### config.mk
export PLATFORM = sky130hd
export DESIGN_NAME = seg7_rx_decoder
export DESIGN_NICKNAME = d
export VERILOG_FILES = /design/src/rtl/seg7_rx_decoder.sv
export SDC_FILE = /design/constraint.sdc
export NUM_CORES = 1
export LEC_CHECK = 0
export ABC_AREA = 1
export BUFFER_PORTS_ARGS = -buffer_cell sky130_fd_sc_hd__buf_2
export CELL_PAD_IN_SITES_DETAIL_PLACEMENT = 0
export CELL_PAD_IN_SITES_GLOBAL_PLACEMENT = 2
export CORE_AREA = 2 2 98 100
export CTS_CLUSTER_SIZE = 8
export DETAILED_ROUTE_END_ITERATION = 8
export DIE_AREA = 0 0 100 102
export PLACE_DENSITY_LB_ADDON = 0.1
export RECOVER_POWER = 25
export REMOVE_ABC_BUFFERS = 1
export SYNTH_ARGS = -nofsm -noshare
export SYNTH_HDL_FRONTEND = slang
export SYNTH_SLANG_ARGS = --single-unit
export TNS_END_PERCENT = 1
### constraint.sdc
create_clock -name CLOCK_50 -period 1.1 [get_ports CLOCK_50]
set_input_delay 0.275 -clock CLOCK_50 [delete_from_list [all_inputs] [get_ports CLOCK_50]]
set_output_delay 0.275 -clock CLOCK_50 [all_outputs]
set_load 0.01 [all_outputs]
### src/rtl/seg7_rx_decoder.sv
// rtl/seg7_rx_decoder.sv - active-low 7-segment stream decoder packing NDIGITS hex nibbles per word
// Optional build macro SEG7RX_BLANK_EN: accept 0x7F (all segments off) as a legal blank digit.
module seg7_rx_decoder #(
    parameter int NDIGITS = 6
) (
    input  logic                   CLOCK_50,
    input  logic                   reset,
    input  logic [6:0]             seg_in,
    input  logic                   seg_valid,
    output logic                   seg_ready,
    output logic [4*NDIGITS-1:0]   word_out,
    output logic                   word_valid,
    input  logic                   word_ready,
    output logic [NDIGITS-1:0]     digit_err_mask,
    output logic                   err
);

    localparam int CW = $clog2(NDIGITS + 1);

    typedef enum logic {COLLECT, HOLD} state_t;

    state_t                 state, state_next;
    logic [CW-1:0]          cnt;
    logic [4*NDIGITS-1:0]   acc, acc_next;
    logic [4*NDIGITS+3:0]   acc_shift;
    logic [NDIGITS-1:0]     mask_acc, mask_next;
    logic [NDIGITS:0]       mask_shift;
    logic [3:0]             nibble;
    logic                   bad;
    logic                   accept, word_done, word_take, seg_ready_next;

    always_comb begin
        nibble = 4'h0;
        bad    = 1'b0;
        case (seg_in)
            7'h40: nibble = 4'h0;
            7'h79: nibble = 4'h1;
            7'h24: nibble = 4'h2;
            7'h30: nibble = 4'h3;
            7'h19: nibble = 4'h4;
            7'h12: nibble = 4'h5;
            7'h02: nibble = 4'h6;
            7'h78: nibble = 4'h7;
            7'h00: nibble = 4'h8;
            7'h18: nibble = 4'h9;
            7'h10: nibble = 4'h9;
            7'h08: nibble = 4'hA;
            7'h03: nibble = 4'hB;
            7'h46: nibble = 4'hC;
            7'h21: nibble = 4'hD;
            7'h06: nibble = 4'hE;
            7'h0E: nibble = 4'hF;
`ifdef SEG7RX_BLANK_EN
            7'h7F: nibble = 4'h0;
`endif
            default: bad = 1'b1;
        endcase
    end

    // Shift through a wider vector so NDIGITS = 1 needs no special-cased slice.
    always_comb begin
        acc_shift  = {acc, nibble};
        mask_shift = {mask_acc, bad};
        acc_next   = acc_shift[4*NDIGITS-1:0];
        mask_next  = mask_shift[NDIGITS-1:0];
    end

    assign accept    = seg_valid && seg_ready;
    assign word_done = accept && (cnt == CW'(NDIGITS - 1));
    assign word_take = (state == HOLD) && word_valid && word_ready;

    always_ff @(posedge CLOCK_50) begin
        if (reset) begin
            state <= COLLECT;
        end else begin
            state <= state_next;
        end
    end

    always_comb begin
        state_next = state;
        case (state)
            COLLECT: if (word_done) state_next = HOLD;
            HOLD:    if (word_take) state_next = COLLECT;
            default: state_next = COLLECT;
        endcase
    end

    always_comb begin
        seg_ready_next = (state_next == COLLECT);
    end

    always_ff @(posedge CLOCK_50) begin
        if (reset) begin
            seg_ready      <= 1'b0;
            word_out       <= '0;
            digit_err_mask <= '0;
            err            <= 1'b0;
            word_valid     <= 1'b0;
            acc            <= '0;
            mask_acc       <= '0;
            cnt            <= '0;
        end else begin
            seg_ready <= seg_ready_next;
            if (word_done) begin
                word_out       <= acc_next;
                digit_err_mask <= mask_next;
                err            <= |mask_next;
                word_valid     <= 1'b1;
                acc            <= '0;
                mask_acc       <= '0;
                cnt            <= '0;
            end else if (accept) begin
                acc      <= acc_next;
                mask_acc <= mask_next;
                cnt      <= cnt + CW'(1);
            end
            if (word_take) begin
                word_valid <= 1'b0;
            end
        end
    end

endmodule

### After elaboration in Yosys (flattened, before gate mapping)

Cells that the tools add are included.

| word-level totals | value |
|---|---|
| register bits | 62 |
| word-level logic and storage cells | 44 |

| operators by class | value |
|---|---|
| add/subtract/negate cells | 1 |
| equal/unequal tests | 17 |
| mux-type cells | 5 |
| bitwise gates (word level) | 2 |
| reduce and logical (&&, ||, !) cells | 10 |

Operators by type and width:

| kind | count |
|---|---|
| case mux 4 bit (15 select lines) | 1 |
| == test 7 x 5 -> 1 bit, second input constant | 4 |
| == test 7 bit, second input constant | 4 |
| == test 7 x 6 -> 1 bit, second input constant | 3 |
| OR reduction 17 bit | 1 |
| == test 7 x 2 -> 1 bit, second input constant | 2 |
| == test 7 x 4 -> 1 bit, second input constant | 2 |
| == test 7 x 3 -> 1 bit, second input constant | 1 |
| logical NOT 7 bit | 1 |
| OR reduction 2 bit | 3 |
| OR reduction 6 bit | 1 |
| logical AND 1 bit | 4 |
| adder 3 x 1 -> 3 bit, second input constant | 1 |
| == test 3 bit, second input constant | 1 |
| 2-to-1 mux 1 bit | 3 |
| NOT 1 bit | 2 |
| case mux 1 bit (2 select lines) | 1 |

### Longest topological paths before layout

Gate-level depths: netlist of the first run.

| logic depth | value |
|---|---|
| depth in word-level cells | 5 |
| depth in mapped cells | 10 |

### Worst setup path after synthesis of the first run

OpenSTA, ideal clock, no wires.

| path | value |
|---|---|
| path type | register to register |
| from | register seg_ready |
| to | register digit_err_mask[2] |
| setup time | 0.117 ns |
| data arrival time | 1.114 ns |
| data required time | 0.983 ns |
| slack | -0.131 ns |
| cell stages (with the launch flop) | 8 |
| buffers on the path | 1 |
| cell sequence | dfxtp_1 -> nand2_1 -> inv_2 -> nand3_4 -> inv_4 -> nor2_8 -> buf_6 -> a22o_1 |

| between the ends | value |
|---|---|
| cells in the longest elaborated chain, start to end | 2 |

RTL lines:

| item | line | source |
|---|---|---|
| start, declared | 10 | `output logic seg_ready,` |
| start signal, assigned | 104 | `seg_ready <= seg_ready_next;` |
| logical AND 1 bit | 68 | `assign accept = seg_valid && seg_ready;` |
| logical AND 1 bit | 69 | `assign word_done = accept && (cnt == CW'(NDIGITS - 1));` |
| end signal, assigned | 107 | `digit_err_mask <= mask_next;` |
| end, declared | 14 | `output logic [NDIGITS-1:0] digit_err_mask,` |

No other way between the ends.
A chain may end at the register's enable or synchronous reset.

### Worst setup path in the final report of the first run

| path | value |
|---|---|
| from | register cnt[1] |
| to | register digit_err_mask[0] |

| between the ends | value |
|---|---|
| cells in the longest elaborated chain, start to end | 2 |

RTL lines:

| item | line | source |
|---|---|---|
| start, declared | 23 | `logic [CW-1:0] cnt;` |
| start signal, assigned | 116 | `cnt <= cnt + CW'(1);` |
| == test 3 bit | 69 |  |
| logical AND 1 bit | 69 |  |

No other way between the ends.

==> results.toml, run 1 <==
[status]
status = "finished with violations"
violations = "negative setup slack"

[critical_path]
required_ps = 1360
startpoint_type = "flip-flop"
cp_max_fo = 8
setup.worst_path.end_class = "flip-flop"
path_class = "flip-flop to flip-flop"
reg2reg_depth = 6
worstPathArrival_ps = 1530

[die]
start_util_pct = 27.39
core_sq_um = 9109
io_pins = 44
placementRows = 35
die_area_sq_um = 10200
die_height_microns = 102
die_w_microns = 100

[clock_tree]
cts_tree = "yes"
clk_pin_slew_worst_paths_ps = 70
cts-root-buf = "clkbuf_8"
cts_max_path_buffers = 2
cts.sinks = 62
worstSkewPairLatency_ps = 340
htreeDepth = 3
numCtsBuffers = 9

[placement]
io_buffers = 43
place_hpwl_mm = 4.344
place_area_sq_um = 3008
gp_congestion = 0.7521

[pwr]
combPwrFrac_pct = 7.7
switchingPower_mw = 1.190
p_leak_nw = 1.564
seqPwrFrac_pct = 51.0
power_density_nw_per_um2 = 1242
clkPwrFrac_pct = 41.4
p_int_mw = 3.296
netSwitchingFraction_pct = 26.52
vdd_drop_max_uv = 572.4

[global_routing]
antenna_found_initial = 0
grt_pass1_wl_mm = 10.38
grtUsageTotal_pct = 13.23
grt.overflow.total = 0
grt_max_degree = 30
grt_pass1_vias = 2195

[min_path]
hold_depth = 3
hold_path_class = "primary input to flip-flop"

[route]
drtPass1Iterations = 4
vias_per_cell = 4.331
drc = 0
wl_per_cell_microns = 12.03
dr.first_iter.drc_count = 80
finalWirelength_mm = 6.185
postRouteAntennaNets = 0
num_vias = 2226

[synthesis]
synthArstFlopShare_pct = 0
syn_area_sq_um = 2495
synthDominantCellAreaShare_pct = 49.75
ys_ff_latch = 62
synth_cells = 327
synth_edf_count = 0
syn_avg_cell_area_sq_um = 7.630
yosysUniqueCellTypes = 31
yosys_most_used_dff = "dfxtp_1"
yosysTopAreaCell = "dfxtp_1"
synthTopCellsByArea = "dfxtp_1, nand2_1, a21oi_1"
synth-seq-area-share_pct = 49.75
ys.warnings.count = 0

[timing]
fin_worst_skew_ps = 9.306
tightestPinTransition_ps = 339.4
fmax_mhz = 789.6
hold_viol_final = 0
finalSetupViolCount = 61
fin_crit_sh_pct = 115.1
worst_slack_ps = -166.5
finalMaxSlewViolations = 0
slew_headroom_pct = 77.38
rsz0062_at_grt = "true"
min_period_ps = 1267

[cells_and_area]
fin_area_sq_um = 3611
layout-drive-gt1-share_pct = 42.43
area.growth.synth_to_final_pct = 44.73
diodes = 0
fin_nets = 411
fin_util_pct = 39.64
layout_commonest_cell = "nand2_1"
layout_common_cells = "nand2_1, buf_6, dfxtp_2, dfxtp_1"
n_fill_cell = 1008

[flow_run]
cap_violations = 0
[state kept, by name (all words and copies together) (netlist names)]
register and cells:
mask_acc 5, word_out 24, state 1, acc 20, err 1, cnt 3
word_valid 1, seg_ready 1, digit_err_mask 6
[final cells by class]
| type | instances | area [sq um] | share of cell area, % |
|---|---|---|---|
| Timing Repair Buffer | 72 | 698.2 | 19.33 |
| Inverter | 31 | 127.6 | 3.534 |
| Tap cell | 111 | 138.9 | 3.846 |
| Sequential cell | 62 | 1285 | 35.59 |
| Multi-Input combinational cell | 222 | 1177 | 32.61 |
| Clock inverter | 6 | 46.29 | 1.282 |
| Clock buffer | 10 | 137.6 | 3.812 |
[path summary, 6_finish.rpt]
path	from	to	slack, ps
worst min-delay path	word_ready	seg_ready	220
worst max-delay path	cnt[1]	digit_err_mask[0]	-170
worst max register to register	cnt[1]	digit_err_mask[0]	-170
worst min register to register	word_out[11]	word_out[11]	450
[timing repair]
action,in CTS,in global routing
endpoints found under the setup margin,75,94
cloned,1,0
setup buffers,2,2
hold buffers,0,0
gates resized for setup,43,68
pin swaps,3,10
[metrics by stage]
stage / setup TNS, ps / hold WS [ps] / total power, mW / std cells / setup slack (ps)
floorplan: -58030 / 344.1 / 2.484 / 315 / -1145
global placement: -13400 / 423.1 / 2.650 / 494 / -297.8
detailed placement: -13390 / 428.3 / 2.648 / 494 / -291.0
CTS: -9027 / 205.1 / 4.564 / 513 / -213.0
global route: -13410 / 237.7 / 4.715 / 514 / -264.7
finish: -8187 / 220.7 / 4.486 / 514 / -166.5
[synth_stat cells (2+ instances only)]
master,instances
nor2_1,22
buf_4,2
clkbuf_1,3
nor3_1,3
o21ai_0,10
buf_2,5
dfxtp_1,62
ha_1,2
nand2_1,112
inv_2,6
nor2_2,7
o21ai_1,5
nand2_2,3
a22o_1,8
a21oi_1,29
nand3_2,3
inv_1,24
nand3_1,8
[critical path, stage by stage (launching register included)]
cell        delay [ps]
dfxtp_2            330
inv_2               70
ha_4               140
nand3_4            100
nor2_4             190
clkinvlp_4         210
o21ai_1            160
[layer usage]
metal	track usage [%]	vias to the layer above	routed length, microns
met4	5.374	0	99
met1	16.88	998	3074
met3	3.557	10	165
li1	-	1183	-
met2	21.36	35	2845
met5	0	-	0
[power groups by stage]
stage               Combinational, mW  Sequential [mW]  Clock, mW
floorplan                       0.150             2.33          0
global placement                0.314             2.34          0
CTS                             0.356             2.29       1.92
global route                    0.384             2.29       2.04
finish                          0.343             2.29       1.86
detailed placement              0.313             2.33          0
[cells by family (layout without fill, tap and decap cells)]
family,count (synthesis),after routing,share of synthesized area [%]
compound gates,55,55,12.49
fa+ha+maj,2,2,1.003
xor+xnor,1,1,0.3511
flops,62,62,49.75
buf+inv,43,119,7.422
simple gates,164,164,28.99
(Power assumes the default switching activity.)
==> inputs of run 2 (changes only) <==
--- a/config.mk
+++ b/config.mk
@@ -13,7 +13,7 @@
 export CTS_CLUSTER_SIZE = 8
 export DETAILED_ROUTE_END_ITERATION = 8
 export DIE_AREA = 0 0 100 102
-export PLACE_DENSITY_LB_ADDON = 0.1
+export PLACE_DENSITY = 0.73
 export RECOVER_POWER = 25
 export REMOVE_ABC_BUFFERS = 1
 export SYNTH_ARGS = -nofsm -noshare
==> results.toml, run 2 (synthesis results as in run 1) <==
[timing]
tightestPinTransition_ps = 331.0
holdWs_ps = 219.9
hold_viol_final = 0
rsz0062_at_grt = "true"
fin_worst_skew_ps = 9.304
finalMaxSlewViolations = 0
slew_headroom_pct = 77.94
fin_crit_sh_pct = 117.6
worst_slack_ps = -193.9
fmax_mhz = 772.8
min_period_ps = 1294
finalSetupViolCount = 61

[min_path]
hold_path_class = "primary input to flip-flop"

[route]
dr_wl_met2_mm = 2.637
num_vias = 2193
postRouteAntennaNets = 0
wl_met3_microns = 274
wl_per_cell_microns = 11.55
met1_length_mm = 2.930
finalWirelength_mm = 5.937
vias_per_cell = 4.267
drtPass1Iterations = 4
routed.top_layer = "met4"
dr.first_iter.drc_count = 59
drc = 0

[critical_path]
startpoint_type = "flip-flop"
cp_max_fo = 8
crit_chain = "inv_2 > ha_4 > nand3_4 > nor2_4 > buf_6 > clkinvlp_4 > o21ai_1"
required_ps = 1360
slowest_stage = "dfxtp_2"
slowest_delay_ps = 320
setup.worst_path.end_class = "flip-flop"
worstPathArrival_ps = 1560
path_class = "flip-flop to flip-flop"

[global_routing]
grt.overflow.total = 0
grt_pass1_wl_mm = 9.729
grt_pass1_vias = 2053
antenna_found_initial = 0
grt_max_degree = 30
grtUsageTotal_pct = 12.38

[clock_tree]
numCtsBuffers = 9
cts_max_path_buffers = 2
htreeDepth = 3
cts_tree = "yes"
clk_pin_slew_worst_paths_ps = 70
worstSkewPairLatency_ps = 340
cts.sinks = 62
cts-root-buf = "clkbuf_8"

[die]
start_util_pct = 27.39
placementRows = 35
die_height_microns = 102
die_area_sq_um = 10200
core_sq_um = 9109
die_w_microns = 100
io_pins = 44

[placement]
place_hpwl_mm = 4.089
pre_cts_ws_ps = -304.5
io_buffers = 43
place_area_sq_um = 2960
gp_congestion = 0.7769

[cells_and_area]
diodes = 0
layout_commonest_cell = "nand2_1"
layout-drive-gt1-share_pct = 39.21
largestRegisters = "word_out: 24 flops, acc: 20 flops, digit_err_mask: 6 flops"
n_fill_cell = 969
multi_input_area_sq_um = 1141
layout_common_cells = "nand2_1, dfxtp_1, dfxtp_2, buf_2"
top_register = "word_out"
fin_nets = 412
area.growth.synth_to_final_pct = 39.22
seqCellArea_sq_um = 1281
largest_reg_flops = 24
fin_area_sq_um = 3473

[pwr]
power_density_nw_per_um2 = 1347
seqPwrFrac_pct = 48.9
p_int_mw = 3.601
clkPwrFrac_pct = 44.7
switchingPower_mw = 1.077
vdd_drop_max_uv = 545.8
combPwrFrac_pct = 6.5
netSwitchingFraction_pct = 23.02
p_leak_nw = 1.577

[status]
violations = "negative setup slack"
status = "finished with violations"

[flow_run]
cap_violations = 0
[run 2: through the flow]
step	total power [mW]	TNS (ps)	util, %	cells
after CTS	4.739	-5705	36.13	510
after global routing	4.877	-10300	38.13	514
final	4.678	-5484	38.13	514
after detailed placement	2.616	-11730	32.50	491
after global placement	2.617	-10880	32.50	491
after floorplan	2.484	-58030	-	315
[run 2: power groups by stage]
stage / Sequential [mW] / Clock (mW) / Combinational [mW]
floorplan: 2.33 / 0 / 0.150
global placement: 2.33 / 0 / 0.282
detailed placement: 2.33 / 0 / 0.281
CTS: 2.29 / 2.16 / 0.295
global route: 2.29 / 2.25 / 0.339
finish: 2.29 / 2.09 / 0.302
[run 2: layer usage]
metal  track usage (%)  vias to the layer above
li1                  -                     1183
met1             15.40                      961
met2             19.70                       38
met3             4.104                       11
met4             5.374                        0
met5                 0                        -
[run 2: final cells by class]
cell class | instances | share of cell area, %
multi-input cells | 222 | 32.85
repair buffers | 73 | 16.68
clock inverters | 3 | 1.225
clock buffers | 12 | 4.755
inverters | 31 | 3.602
well taps | 111 | 3.999
flip-flops and latches | 62 | 36.89
[run 2: worst max-delay path, delay by kind of cell, from the launching register on]
family | cells | cell delay [ps]
adder cells (fa/ha/maj) | 1 | 130
AND/OR/NAND/NOR | 2 | 210
flip-flops | 1 | 320
AO/OA/AOI/OAI | 1 | 170
buffers and inverters | 3 | 380
[run 2: worst paths after layout]
path           startpoint                end  slack [ps]  cells past startpoint
max                cnt[1]  digit_err_mask[0]        -190                      7
min reg2reg  word_out[11]       word_out[11]         430                      2
min            word_ready          seg_ready         220                      3
max reg2reg        cnt[1]  digit_err_mask[0]        -190                      7
[run 2: timing repair]
action / 4_1_cts / 5_1_grt
hold buffers: 0 / 0
endpoints found under the setup margin: 71 / 91
pin swaps: 5 / 6
setup buffers: 4 / 4
gates resized for setup: 35 / 49
==> inputs of run 3 (changes only) <==
--- a/config.mk
+++ b/config.mk
@@ -7,13 +7,11 @@
 export LEC_CHECK = 0
 export ABC_AREA = 1
 export BUFFER_PORTS_ARGS = -buffer_cell sky130_fd_sc_hd__buf_2
-export CELL_PAD_IN_SITES_DETAIL_PLACEMENT = 0
-export CELL_PAD_IN_SITES_GLOBAL_PLACEMENT = 2
-export CORE_AREA = 2 2 98 100
+export CORE_AREA = 2 2 76 78
 export CTS_CLUSTER_SIZE = 8
 export DETAILED_ROUTE_END_ITERATION = 8
-export DIE_AREA = 0 0 100 102
-export PLACE_DENSITY = 0.73
+export DIE_AREA = 0 0 78 80
+export PLACE_DENSITY = 0.72
 export RECOVER_POWER = 25
 export REMOVE_ABC_BUFFERS = 1
 export SYNTH_ARGS = -nofsm -noshare
==> results.toml, run 3 (synthesis results as in run 1) <==
[global_routing]
antenna_found_initial = 0
grt_max_degree = 30
grt_pass1_wl_mm = 9.991
grt_pass1_vias = 2243
grtUsageTotal_pct = 20.74
grt.overflow.total = 0

[timing]
fin_worst_skew_ps = 8.095
holdWs_ps = 207.7
finalMaxSlewViolations = 0
slew_headroom_pct = 78.57
setup-tns-final_ps = -8057
min_period_ps = 1299
fin_crit_sh_pct = 118.1
rsz0062_at_grt = "true"
worst_slack_ps = -199.3
fmax_mhz = 769.7
hold_viol_final = 0
tightestPinTransition_ps = 321.4
finalSetupViolCount = 60

[cells_and_area]
layout_common_cells = "nand2_1, buf_2, dfxtp_1, dfxtp_2, inv_1"
area.growth.synth_to_final_pct = 38.97
layout-drive-gt1-share_pct = 40.64
final-instance-count-excl-fill = 478
multi_input_area_sq_um = 1165
fin_nets = 414
layout_commonest_cell = "nand2_1"
diodes = 0
top_register = "word_out"
n_fill_cell = 431
largest_reg_flops = 24
largestRegisters = "word_out: 24 flops, acc: 20 flops, digit_err_mask: 6 flops"
seqCellArea_sq_um = 1272

[placement]
place_hpwl_mm = 3.581
io_buffers = 43
placedCellCount = 449
pre_cts_ws_ps = -250.6
gp_congestion = 0.8552

[route]
num_vias = 2342
drtPass1Iterations = 5
wl_per_cell_microns = 12.72
finalWirelength_mm = 6.078
postRouteAntennaNets = 0
drc = 0
vias_per_cell = 4.900
dr.first_iter.drc_count = 151

[die]
die_area_sq_um = 6240
start_util_pct = 46.16
die_height_microns = 80
core_sq_um = 5405
placementRows = 27
die_w_microns = 78
io_pins = 44

[min_path]
hold_path_class = "primary input to flip-flop"

[pwr]
clkPwrFrac_pct = 43.0
p_int_mw = 3.541
seqPwrFrac_pct = 48.9
combPwrFrac_pct = 8.1
power_density_nw_per_um2 = 1350
switchingPower_mw = 1.139
netSwitchingFraction_pct = 24.33
vdd_drop_max_uv = 729.2
p_leak_nw = 1.611

[clock_tree]
htreeDepth = 3
cts-root-buf = "clkbuf_8"
cts_max_path_buffers = 2
ctsHoldBuffers = 0
clk_pin_slew_worst_paths_ps = 70
worstSkewPairLatency_ps = 350
numCtsBuffers = 9
cts_tree = "yes"
cts.sinks = 62

[critical_path]
cp_max_fo = 7
startpoint_type = "flip-flop"
worstPathArrival_ps = 1540
path_class = "flip-flop to flip-flop"
setup.worst_path.end_class = "flip-flop"
required_ps = 1340

[flow_run]
cap_violations = 0

[status]
status = "finished with violations"
violations = "negative setup slack"
[run 3: final cells by class]
type                            count  area share (%)
Inverter                           31           3.573
Clock inverter                      6           1.768
Clock buffer                       10           3.970
Timing Repair Buffer               74           17.68
Multi-Input combinational cell    222           33.60
Sequential cell                    62           36.70
Timing Repair inverter              1          0.1083
Tap cell                           72           2.598
[run 3: power groups by stage]
stage / Sequential, mW / Combinational (mW) / Clock [mW]
2_1_floorplan: 2.33 / 0.150 / 0
3_3_place_gp: 2.34 / 0.272 / 0
3_5_place_dp: 2.34 / 0.274 / 0
4_1_cts: 2.29 / 0.365 / 2.02
5_1_grt: 2.29 / 0.413 / 2.12
6_report: 2.29 / 0.379 / 2.01
[run 3: metrics by stage]
stage	total power [mW]	instance area, sq um	util [%]
floorplan	2.484	2429	-
global placement	2.607	2902	53.68
detailed placement	2.609	2902	53.68
CTS	4.669	3376	62.45
global route	4.820	3467	64.14
finish	4.680	3467	64.14
[run 3: final timing paths]
path         depth (start not counted)    startpoint                 to  slack, ps
max                                  7        cnt[0]  digit_err_mask[2]       -200
min                                  3    word_ready          seg_ready        210
max reg2reg                          7        cnt[0]  digit_err_mask[2]       -200
min reg2reg                          2  word_out[18]       word_out[18]        440
[run 3: what timing repair did]
item,4_1_cts,5_1_grt
pin swaps,3,3
cloned,4,0
gates resized for setup,41,38
buffers inserted,7,2
setup endpoints to repair,66,81
[run 3: critical path, cell delays in order, from the launching register on]
cell and delay, ps:
dfxtp_2 370, ha_4 150, nand3_4 70, inv_4 90, nor2_8 50, buf_6 140, buf_16 140, a22o_1 180
[run 3: routing by layer]
| metal | vias to the layer above | share of wire (%) | GRT usage (%) |
|---|---|---|---|
| met5 | - | 0 | 0 |
| met4 | 0 | 2.4 | 12.28 |
| met3 | 12 | 3.8 | 3.507 |
| met2 | 56 | 51 | 37.24 |
| met1 | 1085 | 43 | 23.01 |
| li1 | 1189 | - | - |
